<file path="config.mk">
export PLATFORM = sky130hd
export DESIGN_NAME = md_issue_ctrl_flat
export DESIGN_NICKNAME = d
export VERILOG_FILES = /design/src/rtl/md_issue_ctrl_if.sv /design/src/rtl/md_issue_ctrl.sv /design/src/flat_wrapper.sv
export SDC_FILE = /design/constraint.sdc
export NUM_CORES = 1
export LEC_CHECK = 0
export BUFFER_PORTS_ARGS = -buffer_cell sky130_fd_sc_hd__buf_2
export CAP_MARGIN = 20
export CORE_MARGIN = 1
export CORE_UTILIZATION = 35
export CTS_BUF_LIST = sky130_fd_sc_hd__clkbuf_8
export DETAILED_ROUTE_END_ITERATION = 12
export PLACE_DENSITY_LB_ADDON = 0.3
export SKIP_CTS_REPAIR_TIMING = 1
export SLEW_MARGIN = 10
export SYNTH_ARGS = -nofsm -noshare
export SYNTH_HDL_FRONTEND = slang
export SYNTH_SLANG_ARGS = --single-unit
</file>
<file path="constraint.sdc">
create_clock -name clk -period 5.35 [get_ports clk]
set_clock_uncertainty 0.15 [all_clocks]
set_input_delay 0.535 -clock clk [delete_from_list [all_inputs] [get_ports clk]]
set_output_delay 0.535 -clock clk [all_outputs]
set_load 0.02 [all_outputs]
</file>
<file path="src/rtl/md_issue_ctrl_if.sv">
// md_issue_ctrl_if: request/response bundle between the EX initiator and the
// RV32M multiply/divide unit.
interface md_issue_ctrl_if;
  logic        md_start;
  logic [2:0]  md_op;
  logic [31:0] md_a;
  logic [31:0] md_b;
  logic [31:0] md_result;
  logic        md_busy;
  logic        md_valid;

  modport master (
    output md_start, md_op, md_a, md_b,
    input  md_result, md_busy, md_valid
  );

  modport slave (
    input  md_start, md_op, md_a, md_b,
    output md_result, md_busy, md_valid
  );
endinterface

</file>
<file path="src/rtl/md_issue_ctrl.sv">
// md_issue_ctrl: EX-stage issue, stall, hold and drain control for RV32M.
// Optional MD_RESULT_CACHE_EN keeps the last consumed DIV-class result.
module md_issue_ctrl #(
  parameter int WDOG_CYCLES = 64,
  parameter int RD_W        = 5
) (
  input  logic            clk,
  input  logic            rst_n,
  input  logic            ex_valid,
  input  logic            ex_md_en,
  input  logic [2:0]      ex_funct3,
  input  logic [31:0]     ex_rs1,
  input  logic [31:0]     ex_rs2,
  input  logic [RD_W-1:0] ex_rd,
  input  logic            ex_flush,
  input  logic            pipe_hold,
  output logic            md_stall,
  output logic            res_valid,
  output logic [31:0]     res_data,
  output logic [RD_W-1:0] res_rd,
  output logic            wdog_err,
  md_issue_ctrl_if.master md
);

  localparam int CW = $clog2(WDOG_CYCLES + 1);

  typedef enum logic [1:0] {
    IDLE, DIV_WAIT, HOLD, DRAIN
  } state_e;

  state_e          state, nxt;
  logic [2:0]      op_q;
  logic [31:0]     a_q, b_q, res_q;
  logic [RD_W-1:0] rd_q;
  logic [CW-1:0]   wcnt;

  logic        req, is_div, hit, wdog_hit, cap;
  logic [31:0] cap_data, c_res;

  assign req      = ex_valid & ex_md_en & ~ex_flush;
  assign is_div   = ex_funct3[2];
  assign wdog_hit = (wcnt == CW'(WDOG_CYCLES)) & ~md.md_valid;

`ifdef MD_RESULT_CACHE_EN
  logic        c_vld, div_q, cwr;
  logic [2:0]  c_op;
  logic [31:0] c_a, c_b;

  assign hit = c_vld & (c_op == ex_funct3) &
               (c_a == ex_rs1) & (c_b == ex_rs2);
  // only results the pipeline actually took are worth remembering
  assign cwr = ~ex_flush & ~pipe_hold &
               (((state == DIV_WAIT) & md.md_valid) |
                ((state == HOLD) & div_q));

  always_ff @(posedge clk or negedge rst_n) begin
    if (!rst_n) begin
      c_vld <= 1'b0;
      c_op  <= '0;
      c_a   <= '0;
      c_b   <= '0;
      c_res <= '0;
      div_q <= 1'b0;
    end else begin
      if (cap) div_q <= (state == DIV_WAIT);
      if (wdog_err) begin
        c_vld <= 1'b0;
      end else if (cwr) begin
        c_vld <= 1'b1;
        c_op  <= op_q;
        c_a   <= a_q;
        c_b   <= b_q;
        c_res <= (state == HOLD) ? res_q : md.md_result;
      end
    end
  end
`else
  assign hit   = 1'b0;
  assign c_res = '0;
`endif

  always_comb begin
    nxt         = state;
    cap         = 1'b0;
    cap_data    = md.md_result;
    md.md_start = 1'b0;
    md.md_op    = '0;
    md.md_a     = '0;
    md.md_b     = '0;
    md_stall    = 1'b0;
    res_valid   = 1'b0;
    res_data    = '0;
    res_rd      = '0;
    wdog_err    = 1'b0;
    unique case (state)
      IDLE: begin
        if (req) begin
          if (is_div && hit) begin
            res_valid = 1'b1;
            res_data  = c_res;
            res_rd    = ex_rd;
            if (pipe_hold) begin
              nxt      = HOLD;
              cap      = 1'b1;
              cap_data = c_res;
            end
          end else if (md.md_busy) begin
            // unit still grinding after a timeout
            md_stall = 1'b1;
          end else begin
            md.md_start = 1'b1;
            md.md_op    = ex_funct3;
            md.md_a     = ex_rs1;
            md.md_b     = ex_rs2;
            if (is_div) begin
              md_stall = 1'b1;
              nxt      = DIV_WAIT;
            end else begin
              res_valid = 1'b1;
              res_data  = md.md_result;
              res_rd    = ex_rd;
              if (pipe_hold) begin
                nxt = HOLD;
                cap = 1'b1;
              end
            end
          end
        end
      end
      DIV_WAIT: begin
        md.md_op = op_q;
        md.md_a  = a_q;
        md.md_b  = b_q;
        if (md.md_valid) begin
          if (ex_flush) begin
            nxt = IDLE;
          end else begin
            res_valid = 1'b1;
            res_data  = md.md_result;
            res_rd    = rd_q;
            if (pipe_hold) begin
              nxt = HOLD;
              cap = 1'b1;
            end else begin
              nxt = IDLE;
            end
          end
        end else if (wdog_hit) begin
          wdog_err  = 1'b1;
          res_valid = ~ex_flush;
          res_rd    = ex_flush ? '0 : rd_q;
          nxt       = IDLE;
        end else begin
          md_stall = 1'b1;
          if (ex_flush) nxt = DRAIN;
        end
      end
      HOLD: begin
        res_valid = ~ex_flush;
        res_data  = ex_flush ? '0 : res_q;
        res_rd    = ex_flush ? '0 : rd_q;
        if (ex_flush || !pipe_hold) nxt = IDLE;
      end
      DRAIN: begin
        md.md_op = op_q;
        md.md_a  = a_q;
        md.md_b  = b_q;
        if (md.md_valid) begin
          md_stall = 1'b1;
          nxt      = IDLE;
        end else if (wdog_hit) begin
          wdog_err = 1'b1;
          nxt      = IDLE;
        end else begin
          md_stall = 1'b1;
        end
      end
      default: nxt = IDLE;
    endcase
  end

  always_ff @(posedge clk or negedge rst_n) begin
    if (!rst_n) begin
      state <= IDLE;
      op_q  <= '0;
      a_q   <= '0;
      b_q   <= '0;
      rd_q  <= '0;
      res_q <= '0;
      wcnt  <= '0;
    end else begin
      state <= nxt;
      if (state == IDLE && nxt == DIV_WAIT) begin
        op_q <= ex_funct3;
        a_q  <= ex_rs1;
        b_q  <= ex_rs2;
        rd_q <= ex_rd;
        wcnt <= CW'(1);
      end else if (state == DIV_WAIT || state == DRAIN) begin
        wcnt <= wcnt + CW'(1);
      end
      if (cap) begin
        res_q <= cap_data;
        if (state == IDLE) rd_q <= ex_rd;
      end
    end
  end

endmodule

</file>
<file path="src/flat_wrapper.sv">
// flat-port wrapper written by rule: the top's interface ports become plain ports
module md_issue_ctrl_flat 
#(
  parameter int WDOG_CYCLES = 64,
  parameter int RD_W        = 5
)
  (clk, rst_n, ex_valid, ex_md_en, ex_funct3, ex_rs1, ex_rs2, ex_rd, ex_flush, pipe_hold, md_stall, res_valid, res_data, res_rd, wdog_err, md_md_start, md_md_op, md_md_a, md_md_b, md_md_result, md_md_busy, md_md_valid);
  md_issue_ctrl_if md_i ();
  input  logic clk;
  input  logic rst_n;
  input  logic ex_valid;
  input  logic ex_md_en;
  input  logic [2:0] ex_funct3;
  input  logic [31:0] ex_rs1;
  input  logic [31:0] ex_rs2;
  input  logic [RD_W-1:0] ex_rd;
  input  logic ex_flush;
  input  logic pipe_hold;
  output logic md_stall;
  output logic res_valid;
  output logic [31:0] res_data;
  output logic [RD_W-1:0] res_rd;
  output logic wdog_err;
  output wire logic [$bits(md_i.md_start)-1:0] md_md_start;
  output wire logic [$bits(md_i.md_op)-1:0] md_md_op;
  output wire logic [$bits(md_i.md_a)-1:0] md_md_a;
  output wire logic [$bits(md_i.md_b)-1:0] md_md_b;
  input wire logic [$bits(md_i.md_result)-1:0] md_md_result;
  input wire logic [$bits(md_i.md_busy)-1:0] md_md_busy;
  input wire logic [$bits(md_i.md_valid)-1:0] md_md_valid;
  assign md_md_start = md_i.md_start;
  assign md_md_op = md_i.md_op;
  assign md_md_a = md_i.md_a;
  assign md_md_b = md_i.md_b;
  assign md_i.md_result = md_md_result;
  assign md_i.md_busy = md_md_busy;
  assign md_i.md_valid = md_md_valid;
  md_issue_ctrl #(.WDOG_CYCLES(WDOG_CYCLES), .RD_W(RD_W)) u_core (.clk(clk), .rst_n(rst_n), .ex_valid(ex_valid), .ex_md_en(ex_md_en), .ex_funct3(ex_funct3), .ex_rs1(ex_rs1), .ex_rs2(ex_rs2), .ex_rd(ex_rd), .ex_flush(ex_flush), .pipe_hold(pipe_hold), .md_stall(md_stall), .res_valid(res_valid), .res_data(res_data), .res_rd(res_rd), .wdog_err(wdog_err), .md(md_i));
endmodule
</file>
==> flow_metrics.py, run 1 <==
metrics = {
    "clocking": {
        "clk_pin_slew_ns": 0.07,
        "htreeDepth": 4,
        "ctsRootBufferMaster": "clkbuf_8",
        "clock_sink_count": 113,
        "cts_tree": "done",
        "clock_latency_ns": 0.43,
        "numCtsBuffers": 17,
        "cts_buffer_depth": 2,
    },
    "die": {
        "ios": 220,
        "die_w_microns": 128.7,
        "die-area_sq_um": 16560,
        "coreArea_sq_um": 15430,
        "initial_core_util": 0.3641,
        "rows": 45,
        "die_y_microns": 128.7,
    },
    "logic_synthesis": {
        "synthesis.area_sq_um": 5617,
        "yosysSeqAreaShare": 0.5035,
        "synth_flop_cell": "dfrtp_1",
        "yosysTopAreaCell": "dfrtp_1",
        "syn_nets": 541,
        "synth_seq_cells": 113,
        "synth_area_per_cell_sq_um": 13.15,
        "ys_async_sr_fraction": 1.000,
        "yosysWarnings": 0,
        "synth_area_leaders": "dfrtp_1 50%, mux2_2 15%, a22o_1 10%, mux2_1 6.0%, a32o_1 5.7%",
        "synth.top_cell.area_share": 0.5035,
        "synthCells": 427,
        "ys_types": 44,
        "synth_common_cells": "113 x dfrtp_1, 73 x mux2_2, 67 x a22o_1",
        "synth_edf_count": 0,
        "yosysMostFrequentCell": "dfrtp_1",
    },
    "layout": {
        "multi_input_comb_area_sq_um": 2601,
        "finalNetCount": 751,
        "register_area_sq_um": 2829,
        "drive_gt1_frac": 0.5246,
        "area.growth.synth_to_final_pct": 31.23,
        "fillers": 1437,
    },
    "power": {
        "netSwitchingFraction": 0.3005,
        "power_density_nw_per_um2": 411.5,
        "p_switching_w": 0.0009114,
        "p_leak_nw": 3.674,
        "pwr-share-clk": 0.295,
        "pwr-share-seq": 0.459,
        "internal-power_w": 0.002122,
        "comb_power_share": 0.246,
        "peakVddDrop_v": 0.0001670,
    },
    "sta": {
        "worst_slack_ns": 1.886,
        "timing.fmax_ghz": 0.2887,
        "rsz0062_at_grt": "false",
        "fin_tns_setup_ns": 0,
        "setup_viol": 0,
        "slew_headroom": 0.4240,
        "hold_violations": 0,
        "worst_pin_slew_ns": 0.8639,
        "fin_crit_ns": 3.464,
        "slew_violations": 0,
        "timing.final.crit_share": 0.6475,
    },
    "placed_design": {
        "portBuffers": 219,
        "dpl.hpwl_microns": 10260,
        "place_ws_ns": 1.972,
        "place.gp.congestion": 0.7535,
    },
    "setup_path": {
        "cpPeakStageDelay_ns": 0.63,
        "cp-start-kind": "register",
        "crit_path_end_kind": "output pin",
        "path_max_fanout": 85,
        "worstPathArrival_ns": 2.78,
        "cp_cell_sequence": "buf_4 -> and3b_1 -> a22o_1 -> buf_8 -> a32o_1 -> buf_2",
        "worst_path_max_delay_cell": "buf_4",
        "crit_type": "reg2out",
        "required_ns": 4.66,
    },
    "route": {
        "ant_nets": 0,
        "avgViaCountPerCell": 5.379,
        "vias": 4637,
        "drt_pass1_iterations": 4,
        "routed_wl_microns": 14890,
        "post_drt_wl_per_cell_microns": 17.27,
        "drtIter0Drc": 206,
        "drc": 0,
    },
    "global_route": {
        "grt.overflow.total": 0,
        "grt_pass1_vias": 4625,
        "grt_use_total": 0.1825,
        "grt_first_pass_wirelength_microns": 23490,
        "grt_max_degree": 86,
        "antenna_found_initial": 1,
    },
    "run": {
        "maxCapViolCount": 0,
    },
    "run_status": {
        "outcome": "completed",
    },
    "hold_path": {
        "hp-class": "in2async",
    },
}
-- state kept, by name, summed over array words and instances, names as in the netlist, named ones only --
register and flops:
u_core.wcnt 7, u_core.op_q 3, u_core.a_q 32, u_core.b_q 32
u_core.state 2, u_core.res_q 32
-- routing by layer --
metal  wire length [microns]  GRT usage
met3                    1445    0.07318
met4                     131    0.05398
met5                       0          0
met2                    6973     0.2948
met1                    6340     0.2245
-- logic make-up (layout without fill, tap and decap cells) --
family	Yosys count	after routing	synth area share
AO/OA/AOI/OAI	121	121	0.1940
XOR/XNOR	4	4	0.006239
adder cells (fa/ha/maj)	2	2	0.004455
buffers and inverters	43	266	0.03631
flip-flops	113	113	0.5035
multiplexers	103	103	0.2065
other	0	1	0
AND/OR/NAND/NOR	41	41	0.04901
-- worst max-delay path, delay by kind of cell, from the launching register on --
family	cells	cell delay, ns
AOI/OAI and AO/OA	2	0.66
buffers and inverters	3	1.04
DFF	1	0.35
and+or+nand+nor	1	0.29
-- path summary, 6_finish.rpt --
path / slack [ns] / to / cells past startpoint / from
max in group asynchronous: 3.82 / u_core.b_q[11] / 2 / rst_n
worst max-delay path: 1.89 / res_data[20] / 6 / u_core.state[0]
worst max register to register: 2.67 / u_core.a_q[17] / 5 / u_core.state[1]
worst min register to register: 0.32 / u_core.op_q[2] / 1 / u_core.op_q[2]
worst min-delay path: 0.05 / u_core.res_q[3] / 1 / rst_n
min in group clk: 0.19 / u_core.b_q[1] / 2 / ex_rs2[1]
-- cell usage in the layout (no fill, tap or decap), drive strengths merged, types with 3 or more instances in the layout --
cell,n
dfrtp,113
clkinv,5
or2,3
o2bb2ai,5
buf,230
a22o,67
nand2,4
clkbuf,17
nand2b,11
a21oi,3
bufinv,5
xor2,3
a32o,32
o21ai,3
inv,8
mux2,103
nor2,6
-- area by class of cell --
class / count / area share
diodes: 1 / 0.0003395
multi-input cells: 271 / 0.3529
flip-flops and latches: 113 / 0.3838
well taps: 211 / 0.03582
clock inverters: 15 / 0.02733
inverters: 4 / 0.002037
clock buffers: 17 / 0.03174
repair buffers: 230 / 0.1660
-- power by group through the flow --
stage,Combinational (W),Clock (W),Sequential [W]
after floorplan,0.000540,0,0.00133
final,0.000745,0.000896,0.00139
after CTS,0.000754,0.000926,0.00139
after global routing,0.000818,0.000964,0.00143
after global placement,0.000709,0,0.00138
after detailed placement,0.000752,0,0.00140
-- through the flow --
step | cells | hold WS [ns] | power [W] | util | cell area, sq um
after global routing | 861 | 0.09725 | 0.003214 | 0.4776 | 7368
after CTS | 859 | 0.05101 | 0.003068 | 0.4749 | 7326
after detailed placement | 827 | 0.3149 | 0.002151 | 0.4466 | 6890
after floorplan | 427 | 0.08941 | 0.001872 | - | 5617
final | 862 | 0.04612 | 0.003033 | 0.4778 | 7371
after global placement | 825 | 0.3100 | 0.002089 | 0.4447 | 6860
(Power assumes the default switching activity.)
==> inputs of run 2 (changes only) <==
==> constraint.sdc (replaced) <==
create_clock -name clk -period 2.99 [get_ports clk]
set_clock_uncertainty 0.15 [all_clocks]
set_input_delay 0.299 -clock clk [delete_from_list [all_inputs] [get_ports clk]]
set_output_delay 0.299 -clock clk [all_outputs]
set_load 0.02 [all_outputs]
==> flow_metrics.py, run 2 (synthesis gave the netlist of run 1 again) <==
metrics = {
    "run_status": {
        "outcome": "completed",
    },
    "sta": {
        "whs_ns": 0.04536,
        "hold_violations": 0,
        "rsz0062_at_grt": "false",
        "timing.final.crit_share": 0.9002,
        "worst_slack_ns": 0.2984,
        "timing.fmax_ghz": 0.3715,
        "fin_tns_setup_ns": 0,
        "slew_headroom": 0.4321,
        "fin_crit_ns": 2.692,
        "worst_pin_slew_ns": 0.8518,
        "slew_violations": 0,
        "setup_viol": 0,
    },
    "route": {
        "drtIter0Drc": 210,
        "ant_nets": 0,
        "avgViaCountPerCell": 5.215,
        "drc": 0,
        "routed_wl_microns": 16100,
        "drt_pass1_iterations": 4,
        "post_drt_wl_per_cell_microns": 16.81,
        "vias": 4996,
    },
    "layout": {
        "final_cell_mix": "218 x buf_2, 112 x dfrtp_1, 104 x dlygate4sd3_1",
        "drive_gt1_frac": 0.4498,
        "finalNetCount": 852,
        "largestRegisters": "u_core.a_q x32, u_core.b_q x32, u_core.res_q x32",
        "fillers": 1316,
        "final_cells": 958,
        "final_common_cell": "buf_2",
        "register_area_sq_um": 2829,
        "area.growth.synth_to_final_pct": 48.01,
        "diodes": 0,
        "multi_input_comb_area_sq_um": 2601,
    },
    "placed_design": {
        "placed_cells": 826,
        "portBuffers": 219,
        "dpl.hpwl_microns": 9657,
        "place.gp.congestion": 0.7775,
        "place_ws_ns": 0.7438,
    },
    "power": {
        "p_leak_nw": 4.054,
        "power_density_nw_per_um2": 636.6,
        "peakVddDrop_v": 0.0004161,
    },
    "clocking": {
        "ctsRootBufferMaster": "clkbuf_8",
        "numCtsBuffers": 17,
        "cts_buffer_depth": 2,
        "htreeDepth": 4,
        "cts_tree": "done",
        "clock_latency_ns": 0.43,
        "clock_sink_count": 113,
        "clk_pin_slew_ns": 0.06,
    },
    "hold_path": {
        "hold_path_end": "u_core.state[1]",
        "min_path_cells": 3,
        "hp-class": "in2reg",
        "holdCritStartpoint": "pipe_hold",
    },
    "global_route": {
        "grt_max_degree": 77,
        "antenna_found_initial": 0,
        "grt_use_total": 0.1752,
        "grt.overflow.total": 0,
        "grt_first_pass_wirelength_microns": 22540,
        "grt_pass1_vias": 4583,
    },
    "setup_path": {
        "rrSetupSlack_ns": 0.79,
        "crit_path_end_kind": "output pin",
        "r2r_cells": 4,
        "worstPathArrival_ns": 2.24,
        "path_max_fanout": 26,
        "required_ns": 2.54,
        "r2r-end": "u_core.a_q[0]",
        "crit_type": "reg2out",
        "cp-start-kind": "register",
        "r2r_start": "u_core.state[0]",
    },
    "die": {
        "coreArea_sq_um": 15430,
        "initial_core_util": 0.3641,
        "die-area_sq_um": 16560,
        "ios": 220,
        "rows": 45,
        "die_w_microns": 128.7,
        "die_y_microns": 128.7,
    },
    "run": {
        "maxCapViolCount": 0,
    },
}
-- run 2: report_power, final --
group	leakage (nW)	switching, W	internal, W
sequential	1.41	0.000354	0.00214
clock	0.199	0.000589	0.000778
combinational	2.45	0.000668	0.000765
-- run 2: critical path: stages, from the launching register on --
cell,delay (ns)
dfrtp_2,0.48
and3b_1,0.28
a22o_1,0.31
buf_4,0.35
a32o_1,0.23
buf_2,0.17
-- run 2: per-stage QoR --
stage / power, W / utilization / instance area [sq um]
2_1_floorplan: 0.003349 / - / 5617
3_3_place_gp: 0.003733 / 0.4476 / 6905
3_5_place_dp: 0.003828 / 0.4476 / 6905
4_1_cts: 0.005215 / 0.4714 / 7272
5_1_grt: 0.005614 / 0.5388 / 8313
6_report: 0.005292 / 0.5388 / 8313
-- run 2: layout make-up --
| type | count | area share |
|---|---|---|
| clock buffer | 20 | 0.03311 |
| clock inverter | 8 | 0.01099 |
| inverter | 4 | 0.001806 |
| multi-input combinational | 271 | 0.3129 |
| sequential | 113 | 0.3403 |
| tap | 211 | 0.03176 |
| timing repair buffer | 331 | 0.2691 |
-- run 2: per-layer routing --
layer,vias to the layer above,track usage,share of wire
met5,-,0,0
met4,0,0.06505,0.013
met3,16,0.07983,0.083
met1,2491,0.2072,0.42
li1,2286,-,-
met2,203,0.2792,0.49
-- run 2: worst max path at each step --
stage	from	end	slack, ns	depth (start not counted)
2_1_floorplan	u_core.wcnt[2]	res_rd[0]	0.84	3
3_3_place_gp	u_core.state[0]	md_md_b[24]	0.78	5
3_5_place_dp	u_core.state[0]	md_md_b[24]	0.74	5
4_1_cts	u_core.state[0]	md_md_b[24]	0.26	5
5_1_grt	u_core.state[0]	md_md_op[2]	0.15	5
6_report	u_core.state[0]	res_data[18]	0.30	5
